$ cat config.mk
export PLATFORM = sky130hd
export DESIGN_NAME = rtr_vc_route_tracker
export DESIGN_NICKNAME = d
export VERILOG_FILES = /design/src/rtl/rtr_vc_route_tracker_pkg.sv /design/src/rtl/rtr_route_store.sv /design/src/rtl/rtr_vc_route_tracker.sv
export SDC_FILE = /design/constraint.sdc
export NUM_CORES = 1
export LEC_CHECK = 0
export BUFFER_PORTS_ARGS = -buffer_cell sky130_fd_sc_hd__clkbuf_2
export CAP_MARGIN = 15
export CORE_MARGIN = 2
export CORE_UTILIZATION = 62
export CTS_BUF_LIST = sky130_fd_sc_hd__clkbuf_2 sky130_fd_sc_hd__clkbuf_4 sky130_fd_sc_hd__clkbuf_8
export CTS_CLUSTER_SIZE = 16
export DETAILED_ROUTE_END_ITERATION = 8
export HOLD_SLACK_MARGIN = 0.12
export PLACE_DENSITY = 0.86
export SLEW_MARGIN = 20
export SYNTH_ARGS = -nofsm -noshare
export SYNTH_HDL_FRONTEND = slang
export SYNTH_SLANG_ARGS = --single-unit
$ cat constraint.sdc
create_clock -name clk -period 5.3 [get_ports clk]
set_clock_uncertainty 0.1 [all_clocks]
set_input_delay 0.53 -clock clk [delete_from_list [all_inputs] [get_ports clk]]
set_output_delay 0.53 -clock clk [all_outputs]
set_load 0.02 [all_outputs]
$ cat src/rtl/rtr_vc_route_tracker_pkg.sv
// Shared helpers and types for the per-VC route tracker slice.
package rtr_vc_route_tracker_pkg;

  typedef enum logic [0:0] {
    ARR_IDLE = 1'b0,
    ARR_BODY = 1'b1
  } arr_state_t;

  function automatic int unsigned clog2(input int unsigned value);
    int unsigned result;
    result = 0;
    for (int unsigned i = 0; i < 32; i++) begin
      if ((32'd1 << i) < value) result = i + 1;
    end
    return result;
  endfunction

endpackage

$ cat src/rtl/rtr_route_store.sv
// Register-file FIFO holding one route per buffered packet, with pointers,
// occupancy count and full/empty flags.
module rtr_route_store
  import rtr_vc_route_tracker_pkg::*;
#(
  parameter int unsigned depth = 4,
  parameter int unsigned width = 7
) (
  input  logic             clk,
  input  logic             reset,
  input  logic             push,
  input  logic             pop,
  input  logic [width-1:0] wr_data,
  output logic [width-1:0] rd_data,
  output logic             full,
  output logic             empty
);

  // A single-entry store still needs a 1-bit pointer to index the array.
  localparam int unsigned ptr_w = (clog2(depth) > 0) ? clog2(depth) : 1;
  localparam int unsigned cnt_w = clog2(depth + 1);

  logic [width-1:0] mem [depth];
  logic [ptr_w-1:0] rd_ptr;
  logic [ptr_w-1:0] wr_ptr;
  logic [cnt_w-1:0] count;
  logic             push_ok;
  logic             pop_ok;

  function automatic logic [ptr_w-1:0] next_ptr(input logic [ptr_w-1:0] p);
    return (p == ptr_w'(depth - 1)) ? '0 : p + ptr_w'(1);
  endfunction

  assign full    = (count == cnt_w'(depth));
  assign empty   = (count == '0);
  assign pop_ok  = pop & ~empty;
  // On a full store a simultaneous pop frees the slot the push lands in.
  assign push_ok = push & (~full | pop);
  assign rd_data = mem[rd_ptr];

  always_ff @(posedge clk) begin
    if (push_ok) mem[wr_ptr] <= wr_data;
  end

  always_ff @(posedge clk or negedge reset) begin
    if (!reset) begin
      rd_ptr <= '0;
      wr_ptr <= '0;
      count  <= '0;
    end else begin
      if (push_ok) wr_ptr <= next_ptr(wr_ptr);
      if (pop_ok)  rd_ptr <= next_ptr(rd_ptr);
      case ({push_ok, pop_ok})
        2'b10:   count <= count + cnt_w'(1);
        2'b01:   count <= count - cnt_w'(1);
        default: count <= count;
      endcase
    end
  end

endmodule

$ cat src/rtl/rtr_vc_route_tracker.sv
// Per-input-VC route bookkeeping: captures lookahead routes on head arrival,
// presents the oldest packet's route, retires it on tail departure.
module rtr_vc_route_tracker
  import rtr_vc_route_tracker_pkg::*;
#(
  parameter int unsigned num_resource_classes = 2,
  parameter int unsigned num_ports            = 5,
  parameter int unsigned max_packets          = 4
) (
  input  logic                            clk,
  input  logic                            reset,
  input  logic                            flit_valid,
  input  logic                            flit_head,
  input  logic                            flit_tail,
  input  logic [num_ports-1:0]            route_in_op,
  input  logic [num_resource_classes-1:0] route_in_orc,
  input  logic                            flit_sent,
  input  logic                            flit_sent_tail,
  output logic                            route_valid,
  output logic [num_ports-1:0]            route_op,
  output logic [num_resource_classes-1:0] route_orc,
  output logic [2:0]                      errors
);

  localparam int unsigned entry_w = num_ports + num_resource_classes;

  logic               push;
  logic               pop;
  logic               full;
  logic               empty;
  logic [entry_w-1:0] rd_data;
  logic               overflow;
  logic               underflow;
  logic               framing;
  arr_state_t         state;
  arr_state_t         state_nxt;

  assign push = flit_valid & flit_head;
  assign pop  = flit_sent & flit_sent_tail;

  rtr_route_store #(
    .depth (max_packets),
    .width (entry_w)
  ) u_store (
    .clk     (clk),
    .reset   (reset),
    .push    (push),
    .pop     (pop),
    .wr_data ({route_in_op, route_in_orc}),
    .rd_data (rd_data),
    .full    (full),
    .empty   (empty)
  );

  assign route_valid = ~empty;

  always_comb begin
    route_op  = '0;
    route_orc = '0;
    if (!empty) begin
      route_op  = rd_data[entry_w-1:num_resource_classes];
      route_orc = rd_data[num_resource_classes-1:0];
    end
  end

  assign overflow  = push & full & ~pop;
  assign underflow = pop & empty;

  // A head always restarts framing from its own tail bit, even mid-packet.
  always_comb begin
    state_nxt = state;
    framing   = 1'b0;
    if (flit_valid) begin
      case (state)
        ARR_IDLE: begin
          if (flit_head) state_nxt = flit_tail ? ARR_IDLE : ARR_BODY;
          else           framing   = 1'b1;
        end
        ARR_BODY: begin
          if (flit_head) begin
            framing   = 1'b1;
            state_nxt = flit_tail ? ARR_IDLE : ARR_BODY;
          end else if (flit_tail) begin
            state_nxt = ARR_IDLE;
          end
        end
        default: state_nxt = ARR_IDLE;
      endcase
    end
  end

  always_ff @(posedge clk or negedge reset) begin
    if (!reset) begin
      state  <= ARR_IDLE;
      errors <= '0;
    end else begin
      state  <= state_nxt;
      errors <= {framing, underflow, overflow};
    end
  end

endmodule
* Word level (Yosys, flattened, before mapping)
Memories as Yosys holds them, arrays and structs flattened. Cells that the tools add are included.
Storage, ports and cells: bits in registers 11, memory bits (writable) 28, input port bits 14, word-level logic and storage cells 43, memories kept 1
Memories:
- u_store.mem | words 4, width 7, rd ports 1, clocked after Yosys merged registers in 0, write ports 1, line rtr_route_store.sv:23 | logic [width-1:0] mem [depth];
Operators by class: add/subtract/negate cells 4, eq/ne operators 5, muxes and demuxes 14, bitwise operators 12, reduce and logical (&&, ||, !) cells 2
Operators by type and width (count):
- 1-bit bitwise AND | 7
- 1-bit 2-to-1 mux | 7
- 2-bit equality test (second input constant) | 3
- 2-bit 2-to-1 mux | 3
- 3-bit case mux with 2 select lines | 1
- 5-bit 2-to-1 mux | 1
- 2-bit by 1-bit adder with 2-bit output (second input constant) | 2
- 1-bit NOT | 4
- 1-bit case mux with 2 select lines | 2
- 3-bit by 1-bit adder with 3-bit output (second input constant) | 1
- 3-bit equality test (second input constant) | 1
- 3-bit zero test | 1
- 3-bit by 1-bit subtractor with 3-bit output (second input constant) | 1
- 2-bit by 1-bit equality test with 1-bit output (second input constant) | 1
- 2-bit nonzero test | 1
- 1-bit bitwise OR | 1

* Logic depth before layout (Yosys ltp)
depth after elaboration 6, mapped depth 9

* Hierarchy
Synthesis repeated with hierarchy kept, for this count alone.
Unflattened totals: cell total of the unflattened synthesis 98, area, all modules 1681.6 um^2
By module, submodules not included:
- rtr_route_store | instances 1, cells an instance 78, area each 1472.7 um^2, seq. area each 1016.0 um^2
- rtr_vc_route_tracker | instances 1, cells an instance 20, area each 209.0 um^2, seq. area each 100.1 um^2

* Least setup slack after synthesis
OpenSTA, ideal clock, no wires.
path type register to register, start point register u_store.count[0], end point register u_store.count[1], setup time 83 ps, arrival time 1852 ps, required time 5117 ps, setup slack 3265 ps, stages on the path, launching flop included 8, buffers on the path 1, period minus slack after synthesis 2035 ps, cell sequence dfrtp_1 or3_1 buf_6 nor2b_4 ha_1 inv_1 fa_1 o21ai_0
Between the ends: elaborated cells between the ends (all ways) 13, those cells by class 2 x add/sub; 3 x eq/ne; 1 x mux; 5 x bitwise; 2 x reduce/logical
RTL lines:
- start, declared | line rtr_route_store.sv:26 | logic [cnt_w-1:0] count;
- start signal, assigned | line rtr_route_store.sv:54 | 2'b10: count <= count + cnt_w'(1);
- start signal, assigned | line rtr_route_store.sv:55 | 2'b01: count <= count - cnt_w'(1);
- start signal, assigned | line rtr_route_store.sv:56 | default: count <= count;
- 3-bit zero test (*) | line rtr_route_store.sv:35 | assign empty = (count == '0);
- 1-bit NOT (*)
- named net route_valid | line rtr_vc_route_tracker.sv:19 | output logic route_valid,
- 1-bit bitwise AND (*) | line rtr_route_store.sv:36 | assign pop_ok = pop & ~empty;
- named net u_store.pop_ok | line rtr_route_store.sv:28 | logic pop_ok;
- 2-bit by 1-bit equality test with 1-bit output / 2-bit equality test (equally long branches) | line rtr_route_store.sv:53 | case ({push_ok, pop_ok})
- 3-bit case mux with 2 select lines / 2-bit nonzero test (equally long branches)
Mark *: on every way through the listed nets, which the timed path passes. The rest lies on a longest branch. A chain may end at the register's enable or synchronous reset.

* Worst setup path in the final report
start point register u_store.rd_ptr[0], end point output route_orc[1]
Between the ends: word-level cells in the longest chain between the ends 2
Ends and longest elaborated chain:
- start, declared | line rtr_route_store.sv:24 | logic [ptr_w-1:0] rd_ptr;
- start signal, assigned | line rtr_route_store.sv:52 | if (pop_ok) rd_ptr <= next_ptr(rd_ptr);
- memory read 4 x 7 bit
- 2-bit 2-to-1 mux | line rtr_vc_route_tracker.sv:60 | if (!empty) begin
- end, declared | line rtr_vc_route_tracker.sv:21 | output logic [num_resource_classes-1:0] route_orc,
Every way passes these cells.

==> qor.yml <==
outcome: "completed"
drc: 0
gp_congestion: 0.713
synth.most_common_cell: "edfxtp_1"
r2r-end: "u_store.count[2]"
crit_family: "flip-flops"
dp_hpwl_mm: 1.87
cts_sinks: 39
port_buffers: 24
grt_overflow: 0
syn_area_um2: 1670
num_rows: 18
timing.fmax_ghz: 0.391
wl_per_cell_um: 16.6
syn_nets: 119
routed_wl_mm: 2.60
p_per_area_nw_per_um2: 510
synth_top_area_share_pct: 50.5
core_um2: 2520
hold_depth: 2
antenna_found_initial: 0
synthTopCellsByCount: "28 x edfxtp_1, 12 x and2_1, 11 x dfrtp_1"
crit_slowest_cell: "dfrtp_1"
rsz0062_at_grt: "false"
start_util_pct: 66.1
min_period_ns: 2.56
cp_data_required_time_ns: 4.67
clk_pin_slew_ns: 0.11
die_h_um: 55.8
cts_tree: "done"
setup_ws_ns: 2.74
p_leak_nw: 0.762
reg2reg_from: "u_store.count[2]"
synthFlopType: "edfxtp_1"
clk_latency_ns: 0.33
cp_max_fo: 10
ys.warnings.count: 0
ir_worst_vdd_mv: 0.353
setup_tns_ns: 0
worstHoldPathType: "input port to flip-flop"
grt_pass1_wl_mm: 4.58
crit_arrival_ns: 1.93
dp.cells: 149
post_cts_buffers: 0
grt_usage_pct: 20.7
cts.path.max_buffers: 2
worstRegToRegCells: 8
seq_area_frac_synth_pct: 67.0
synth_area_leaders: "edfxtp_1 50%, dfrtp_1 17%, mux4_2 9.5%"
drt_first_iter_violations: 20
slew_viol_final: 0
synth_area_leader_cell: "edfxtp_1"
critical_path_class: "flip-flop to primary output"
syn_to_final_growth_pct: 13.0
rrSetupSlack_ns: 3.06
synth_seq_cells: 39
finalHoldViolations: 0
dr.pass1.iters: 4
viasPerCell: 5.54
htree_levels: 2
dieArea_um2: 3120
cts_root_buf: "clkbuf_4"
max_stage_delay_ns: 0.70
relSlewSlack_pct: 64.1
setup_viol: 0
worst_pin_slew_ns: 0.538
numCtsBuffers: 5
num_vias: 870
grt_max_degree: 12
synth_area_per_cell_um2: 17.0
hold_end: "state"
nets: 148
fin_cells: 157
drive_gt1_share_pct: 33.1
synth_cell_type_count: 24
cp_cell_sequence: "mux4_2 > and2_1 > clkbuf_2"
async_flop_share_pct: 28.2
crit_buf_inv: 1
die_w_um: 55.8
num_io_pins: 25
crit_path_end_kind: "primary output"
synth_edf_count: 28
cap_violations: 0
antenna_cells: 0
worstHoldStart: "flit_tail"
cp-start-kind: "flip-flop"
num-fill-cells: 172
final_util_pct: 74.7
synthCells: 98
fin_crit_sh_pct: 48.3
place_ws_ns: 2.98
drtAntennaViolNets: 0
grt_pass1_vias: 939
[kinds of logic (layout without fill, tap and decap cells)]
kind of cell / Yosys count / after routing / share of synthesized area (%)
muxes: 10 / 10 / 11.9
adders and majority gates: 7 / 7 / 5.71
AOI/OAI and AO/OA: 5 / 5 / 1.80
xor gates and xnor gates: 4 / 4 / 2.10
and+or+nand+nor: 24 / 24 / 8.56
DFF: 39 / 39 / 67.0
buffers and inverters: 9 / 38 / 2.93
[final cells by class]
cell class	count	area (um^2)	area share, %
timing repair buffer	25	130	6.91
sequential	39	1120	59.3
tap	30	37.5	1.99
clock buffer	6	45.0	2.39
clock inverter	1	30.0	1.59
multi-input combinational	50	502	26.6
inverter	6	22.5	1.20
[power by group]
part | internal (W) | switching, W
Combinational | 0.000160 | 0.000170
Clock | 0.000102 | 0.0000872
Sequential | 0.000382 | 0.0000584
[flip-flops by register name, summed over array words and instances (netlist names)]
signal,count
u_store.rd_ptr,2
u_store.wr_ptr,2
errors,3
u_store.count,3
state,1
u_store.mem,28
[through the flow]
step | total power [W] | area, um^2 | hold slack [ns]
after floorplan | 0.000694 | 1670 | 0.134
after global placement | 0.000756 | 1800 | 0.318
after detailed placement | 0.000783 | 1800 | 0.327
after CTS | 0.000974 | 1880 | 0.246
after global routing | 0.00103 | 1880 | 0.240
final | 0.000960 | 1880 | 0.263
[placed cells by master (no fill, tap or decap)]
cell type / count
a21oi_1: 2
a31oi_1: 1
and2_1: 12
bufinv_16: 1
clkbuf_2: 24
clkbuf_4: 6
dfrtp_1: 11
dlygate4sd3_1: 1
edfxtp_1: 28
fa_1: 1
ha_1: 6
inv_1: 6
mux2_1: 1
mux2_4: 2
mux4_2: 7
nand2_1: 2
nand2_4: 1
nand3_1: 1
nor2_1: 5
nor2b_4: 1
nor3_1: 1
o21ai_0: 1
o2bb2ai_1: 1
or3_1: 1
xnor2_1: 2
xor2_1: 2
[worst max-delay path by stage]
stage                                 start          endpoint  slack (ns)  depth (start not counted)
final                     u_store.rd_ptr[0]      route_orc[1]        2.74                          3
after global routing      u_store.rd_ptr[0]       route_op[4]        2.58                          3
after CTS                 u_store.rd_ptr[0]      route_orc[1]        2.70                          3
after detailed placement         flit_valid  u_store.count[1]        2.98                          8
after global placement            flit_head  u_store.count[2]        3.08                         10
after floorplan            u_store.count[0]  u_store.count[1]        3.27                          7
[what timing repair did]
item,in CTS,in global routing
hold buffers,1,0
resized for setup,0,0
endpoints found under the setup margin,0,0
hold endpoints to repair,11,0
[metal layers]
layer / global-route usage, % / vias up / part of all wire [%]
li1: - / 413 / -
met1: 25.3 / 417 / 40
met2: 32.8 / 32 / 51
met3: 8.60 / 8 / 6.7
met4: 8.84 / 0 / 2.3
met5: 0 / - / 0
No activity file was read; power rests on OpenSTA's default activity.
